===== src/rtl/predictor_update_queue_if.sv =====
`default_nettype none
// ============================================================================
//  Module   : predictor_update_queue_if
//  Purpose  : Commit-side enqueue and predictor-side write signals of the
//             predictor update queue.
//  Revision : 1.0  initial release
// ============================================================================
interface predictor_update_queue_if #(
    parameter int LOCAL_WIDTH = 12
);
    logic                   readyIn;
    logic                   enqValid;
    logic [31:0]            enqInstr;
    logic                   enqTaken;
    logic                   initStart;
    logic                   full;
    logic                   busy;
    logic                   initValid;
    logic [LOCAL_WIDTH-1:0] initIdx;
    logic                   updateValid;
    logic [31:0]            updateInstr;
    logic                   taken;
    logic [7:0]             dropCount;

    modport master (
        output readyIn, enqValid, enqInstr, enqTaken, initStart,
        input  full, busy, initValid, initIdx, updateValid, updateInstr, taken, dropCount
    );

    modport slave (
        input  readyIn, enqValid, enqInstr, enqTaken, initStart,
        output full, busy, initValid, initIdx, updateValid, updateInstr, taken, dropCount
    );
endinterface
`default_nettype wire


===== src/rtl/predictor_update_queue.sv =====
`default_nettype none
// ============================================================================
//  Module   : predictor_update_queue
//  Purpose  : Sweeps the local 2-bit predictor table to weakly-not-taken and
//             drains committed branch outcomes into its single update port.
//  Revision : 1.0  initial release
// ============================================================================
module predictor_update_queue #(
    parameter int LOCAL_WIDTH = 12,
    parameter int DEPTH_WIDTH = 2,
    parameter int DEPTH       = 2 ** DEPTH_WIDTH
) (
    input  wire logic               clockIn,
    input  wire logic               resetIn,
    predictor_update_queue_if.slave bus
);
    typedef enum logic [0:0] {
        ST_INIT = 1'b0,
        ST_RUN  = 1'b1
    } state_t;

    localparam logic [LOCAL_WIDTH-1:0] c_LAST_IDX    = {LOCAL_WIDTH{1'b1}};
    localparam logic [DEPTH_WIDTH:0]   c_DEPTH_COUNT = (DEPTH_WIDTH+1)'(DEPTH);
    localparam logic [DEPTH_WIDTH:0]   c_COUNT_ONE   = (DEPTH_WIDTH+1)'(1);

    state_t                 r_state;
    state_t                 w_stateNext;
    logic [LOCAL_WIDTH-1:0] r_initIdx;
    logic [LOCAL_WIDTH-1:0] w_initIdxNext;

    logic [31:0]            r_memInstr [DEPTH];
    logic                   r_memTaken [DEPTH];
    logic [DEPTH_WIDTH-1:0] r_head;
    logic [DEPTH_WIDTH-1:0] r_tail;
    logic [DEPTH_WIDTH:0]   r_count;

    logic                   r_updateValid;
    logic [31:0]            r_updateInstr;
    logic                   r_taken;
    logic [7:0]             r_dropCount;

    logic                   w_full;
    logic                   w_push;
    logic                   w_drop;
    logic                   w_pop;

    always_ff @(posedge clockIn) begin
        if (!resetIn) begin
            r_state   <= ST_INIT;
            r_initIdx <= '0;
        end else begin
            r_state   <= w_stateNext;
            r_initIdx <= w_initIdxNext;
        end
    end

    // Popping is suppressed on the initStart edge so a fresh update never
    // overlaps the first sweep write.
    always_comb begin
        w_stateNext   = r_state;
        w_initIdxNext = r_initIdx;
        w_pop         = 1'b0;
        w_full        = (r_count == c_DEPTH_COUNT);
        w_push        = bus.enqValid & bus.readyIn & ~w_full;
        w_drop        = bus.enqValid & bus.readyIn & w_full;
        if (bus.readyIn) begin
            case (r_state)
                ST_INIT: begin
                    if (r_initIdx == c_LAST_IDX) begin
                        w_stateNext   = ST_RUN;
                        w_initIdxNext = '0;
                    end else begin
                        w_initIdxNext = r_initIdx + 1'b1;
                    end
                end
                ST_RUN: begin
                    if (bus.initStart) begin
                        w_stateNext   = ST_INIT;
                        w_initIdxNext = '0;
                    end else begin
                        w_pop = (r_count != '0);
                    end
                end
                default: begin
                    w_stateNext   = ST_INIT;
                    w_initIdxNext = '0;
                end
            endcase
        end
    end

    always_ff @(posedge clockIn) begin
        if (resetIn && w_push) begin
            r_memInstr[r_tail] <= bus.enqInstr;
            r_memTaken[r_tail] <= bus.enqTaken;
        end
    end

    always_ff @(posedge clockIn) begin
        if (!resetIn) begin
            r_head        <= '0;
            r_tail        <= '0;
            r_count       <= '0;
            r_updateValid <= 1'b0;
            r_updateInstr <= '0;
            r_taken       <= 1'b0;
            r_dropCount   <= '0;
        end else if (bus.readyIn) begin
            if (w_push) begin
                r_tail <= r_tail + 1'b1;
            end
            if (w_pop) begin
                r_head        <= r_head + 1'b1;
                r_updateInstr <= r_memInstr[r_head];
                r_taken       <= r_memTaken[r_head];
            end
            r_updateValid <= w_pop;
            case ({w_push, w_pop})
                2'b10:   r_count <= r_count + c_COUNT_ONE;
                2'b01:   r_count <= r_count - c_COUNT_ONE;
                default: r_count <= r_count;
            endcase
            if (w_drop && (r_dropCount != 8'hFF)) begin
                r_dropCount <= r_dropCount + 8'd1;
            end
        end
    end

    assign bus.full        = w_full;
    assign bus.busy        = (r_state == ST_INIT);
    assign bus.initValid   = (r_state == ST_INIT);
    assign bus.initIdx     = r_initIdx;
    assign bus.updateValid = r_updateValid;
    assign bus.updateInstr = r_updateInstr;
    assign bus.taken       = r_taken;
    assign bus.dropCount   = r_dropCount;
endmodule
`default_nettype wire

===== src/flat_wrapper.sv =====
// flat-port wrapper written by rule: the top's interface ports become plain ports
module predictor_update_queue_flat 
#(
    parameter int LOCAL_WIDTH = 12,
    parameter int DEPTH_WIDTH = 2,
    parameter int DEPTH       = 2 ** DEPTH_WIDTH
)
  (clockIn, resetIn, bus_readyIn, bus_enqValid, bus_enqInstr, bus_enqTaken, bus_initStart, bus_full, bus_busy, bus_initValid, bus_initIdx, bus_updateValid, bus_updateInstr, bus_taken, bus_dropCount);
  predictor_update_queue_if #(.LOCAL_WIDTH(LOCAL_WIDTH)) bus_i ();
  input  wire logic clockIn;
  input  wire logic resetIn;
  input wire logic [$bits(bus_i.readyIn)-1:0] bus_readyIn;
  input wire logic [$bits(bus_i.enqValid)-1:0] bus_enqValid;
  input wire logic [$bits(bus_i.enqInstr)-1:0] bus_enqInstr;
  input wire logic [$bits(bus_i.enqTaken)-1:0] bus_enqTaken;
  input wire logic [$bits(bus_i.initStart)-1:0] bus_initStart;
  output wire logic [$bits(bus_i.full)-1:0] bus_full;
  output wire logic [$bits(bus_i.busy)-1:0] bus_busy;
  output wire logic [$bits(bus_i.initValid)-1:0] bus_initValid;
  output wire logic [$bits(bus_i.initIdx)-1:0] bus_initIdx;
  output wire logic [$bits(bus_i.updateValid)-1:0] bus_updateValid;
  output wire logic [$bits(bus_i.updateInstr)-1:0] bus_updateInstr;
  output wire logic [$bits(bus_i.taken)-1:0] bus_taken;
  output wire logic [$bits(bus_i.dropCount)-1:0] bus_dropCount;
  assign bus_i.readyIn = bus_readyIn;
  assign bus_i.enqValid = bus_enqValid;
  assign bus_i.enqInstr = bus_enqInstr;
  assign bus_i.enqTaken = bus_enqTaken;
  assign bus_i.initStart = bus_initStart;
  assign bus_full = bus_i.full;
  assign bus_busy = bus_i.busy;
  assign bus_initValid = bus_i.initValid;
  assign bus_initIdx = bus_i.initIdx;
  assign bus_updateValid = bus_i.updateValid;
  assign bus_updateInstr = bus_i.updateInstr;
  assign bus_taken = bus_i.taken;
  assign bus_dropCount = bus_i.dropCount;
  predictor_update_queue #(.LOCAL_WIDTH(LOCAL_WIDTH), .DEPTH_WIDTH(DEPTH_WIDTH), .DEPTH(DEPTH)) u_core (.clockIn(clockIn), .resetIn(resetIn), .bus(bus_i));
endmodule

===== config.mk =====
export PLATFORM = sky130hd
export DESIGN_NAME = predictor_update_queue_flat
export DESIGN_NICKNAME = d
export VERILOG_FILES = /design/src/rtl/predictor_update_queue_if.sv /design/src/rtl/predictor_update_queue.sv /design/src/flat_wrapper.sv
export SDC_FILE = /design/constraint.sdc
export NUM_CORES = 1
export LEC_CHECK = 0
export BUFFER_PORTS_ARGS = -buffer_cell sky130_fd_sc_hd__buf_2
export CAP_MARGIN = 10
export CORE_AREA = 2 2 93 140
export DETAILED_ROUTE_END_ITERATION = 6
export DIE_AREA = 0 0 95 142
export PLACE_DENSITY = 0.84
export SKIP_CTS_REPAIR_TIMING = 1
export SYNTH_ARGS = -nofsm -noshare
export SYNTH_HDL_FRONTEND = slang
export SYNTH_SLANG_ARGS = --single-unit

===== constraint.sdc =====
create_clock -name clockIn -period 4.9 [get_ports clockIn]
set_input_delay 0.735 -clock clockIn [delete_from_list [all_inputs] [get_ports clockIn]]
set_output_delay 0.735 -clock clockIn [all_outputs]
set_load 0.005 [all_outputs]

==> metrics.txt <==
Final period util 0.6812; Warnings, synthesis 0; drt pass-1 iters 7; gr ovfl total 0; GP Congestion 0.8550; clock-pin slew on the worst setup and hold paths 0.07 ns; Core Area 0.01232 sq mm; n_diodes 0; RSZ-0062 raised after global routing no; largest buffer count on any clock path 2; first-pass GRT wire length 23070 microns; Final Util 0.6959; Starting Density 0.6032; CP Max Fanout 35; Crit Path Class flop to flop; Worst Clk Skew 0.01172 ns; die area 0.01349 sq mm; max-capacitance violation count 0; ANT nets after route 0; fraction of layout cells with a size suffix above 1 0.2841; drt wl/cell 19.19 microns; CP Capture Type flop; worst hold path class flop to flop; width of the die 95 microns; post-synthesis sequential area ratio 0.7001; Iter 0 DRT Violations 336; I/O Buffers 94; Crit. Startpoint u_core.r_count[0]; Fin Setup TNS 0 ns; Mapped Cells 500; Power Density 370.8 mW/mm^2; post-synthesis cell type count 46; CTS root buf clkbuf_16; r2r startpoint u_core.r_count[0]; Post-synth EDFFs 132; drt drc 0; TritonCTS clock tree done; pin count of the biggest net entering global routing 56; vias post-DR 4534; gr usage total 0.2316; f_max 299.6 MHz; worst vdd ir 263.0 uV; number of clock sinks 194; number of vias per cell 5.982; final wirelength 14550 microns; Final Hold Violating Endpoints 0; Ports 95; Final min period 3.338 ns; H-tree lvl count 4; Mapped Area 0.007435 sq mm; ys async rst share 0; die height 142 microns; fillers 806; leak pwr 0.002962 uW; Mean Syn Cell Area 14.87 sq um; # rows 50; vias in the first global route 4581; Synth Net Count 546; Final HPWL DP 8744 microns; endpoints failing setup 0; Worst EP required 5.17 ns; arrival time at the worst endpoint 3.61 ns; Yosys reg bits 194; hold path startpoint u_core.bus.taken; Tightest Pin Transition 1.145 ns; Clock Latency Late Sink 0.42 ns; CTS Buf Count 17; worst hold margin 0.4552 ns; Final nets 635; initial antenna violation count 0; Startpoint Class flop; P&R area growth vs syn 15.37%; status finished clean; Main synth FF type edfxtp_1; slew margin rel. 0.2322; Final Max Tran Viols 0
## logic make-up after synthesis
| kind of cell | after synthesis | share of synthesized area |
|---|---|---|
| flip-flops | 194 | 0.7001 |
| AND/OR/NAND/NOR | 146 | 0.09239 |
| AO/OA/AOI/OAI | 66 | 0.05419 |
| buffers and inverters | 40 | 0.02289 |
| multiplexers | 36 | 0.1042 |
| XOR/XNOR | 10 | 0.01178 |
| adder cells (fa/ha/maj) | 8 | 0.01447 |
## metal layers
layer,track usage,part of all wire
met1,0.2745,0.39
met2,0.4035,0.54
met3,0.05244,0.047
met4,0.09687,0.019
met5,0,0
## flip-flops by register name, summed over array words and instances (netlist names)
signal	flops
u_core.bus.initIdx	12
u_core.r_head	2
u_core.r_tail	2
u_core.bus.dropCount	8
u_core.r_memInstr	128
u_core.bus.updateInstr	32
u_core.r_count	3
u_core.bus.updateValid	1
u_core.r_memTaken	4
u_core.r_state	1
u_core.bus.taken	1
## layout by cell type (no fill, tap or decap), drive strengths merged, types with 3 or more instances in the layout
| master | count |
|---|---|
| nand4 | 8 |
| xor2 | 6 |
| edfxtp | 132 |
| a21oi | 42 |
| a32o | 3 |
| clkinv | 9 |
| ha | 7 |
| dfxtp | 62 |
| or4 | 4 |
| clkinvlp | 3 |
| xnor2 | 4 |
| and3 | 7 |
| o31ai | 5 |
| nand2b | 3 |
| o21ai | 7 |
| nor3 | 3 |
| mux4 | 33 |
| inv | 14 |
| buf | 96 |
| nand3 | 13 |
| clkbuf | 18 |
| nor2 | 17 |
| nand2 | 76 |
| nor2b | 3 |
| or3 | 4 |
## through the flow
step | worst slack (ns) | total power (uW) | cell area [sq um] | instances
after CTS | 1.571 | 3192 | 8577 | 758
after floorplan | 2.340 | 1843 | 7435 | 500
after global routing | 1.278 | 3265 | 8577 | 758
after detailed placement | 1.456 | 1884 | 8010 | 726
final | 1.562 | 3180 | 8577 | 758
after global placement | 1.588 | 1877 | 8010 | 726
## critical path, cell delays in order, from the launching register on
cell and delay [ns]:
dfxtp_1 0.35, or3_2 0.49, nand3_2 0.10, clkinv_1 0.87
ha_1 0.65, inv_1 0.10, fa_1 0.19, xnor2_1 0.12
nand2_1 0.09, xor2_1 0.16, nor2_1 0.05
## cell usage after synthesis, types with 2 or more instances
| library cell | count | share of area |
|---|---|---|
| or3_1 | 3 | 0.0025 |
| a21oi_1 | 42 | 0.028 |
| o31ai_1 | 5 | 0.0050 |
| o21ai_0 | 7 | 0.0047 |
| inv_1 | 11 | 0.0056 |
| a32o_1 | 3 | 0.0040 |
| xnor2_1 | 4 | 0.0047 |
| buf_1 | 4 | 0.0020 |
| dfxtp_1 | 62 | 0.17 |
| nand2_1 | 76 | 0.038 |
| buf_2 | 8 | 0.0054 |
| nor3_1 | 3 | 0.0020 |
| a31oi_1 | 2 | 0.0017 |
| mux2i_1 | 2 | 0.0027 |
| nand2b_1 | 3 | 0.0025 |
| nand4b_1 | 2 | 0.0024 |
| a41oi_1 | 2 | 0.0024 |
| xor2_1 | 6 | 0.0071 |
| and3_1 | 7 | 0.0059 |
| or4_1 | 4 | 0.0040 |
| clkbuf_1 | 12 | 0.0061 |
| nor2_1 | 17 | 0.0086 |
| mux4_2 | 33 | 0.10 |
| and4_1 | 2 | 0.0024 |
| nand4_1 | 8 | 0.0067 |
| nand3_1 | 12 | 0.0081 |
| edfxtp_1 | 132 | 0.53 |
| ha_1 | 7 | 0.012 |
| and2_1 | 2 | 0.0017 |
| nor2b_1 | 3 | 0.0025 |
## power by group
| group | internal [uW] | switching (uW) |
|---|---|---|
| clock network | 748 | 583 |
| registers | 1760 | 7.27 |
| logic | 27.2 | 50.2 |
## final timing paths
kind	slack, ns	endpoint	depth (start not counted)
worst min-delay path	0.46	u_core.bus.taken	2
worst min register to register	0.46	u_core.bus.taken	2
worst max register to register	1.56	u_core.r_count[2]	10
worst max-delay path	1.56	u_core.r_count[2]	10
## final cells by class
cell class | count | area, sq um | area share
Clock buffer | 18 | 429.2 | 0.05004
Multi-Input combinational cell | 266 | 2064 | 0.2407
Inverter | 14 | 57.56 | 0.006710
Sequential cell | 194 | 5207 | 0.6071
Timing Repair Buffer | 96 | 485.5 | 0.05660
Clock inverter | 14 | 137.6 | 0.01605
Tap cell | 156 | 195.2 | 0.02276
Power figures use the tool's default switching activity.
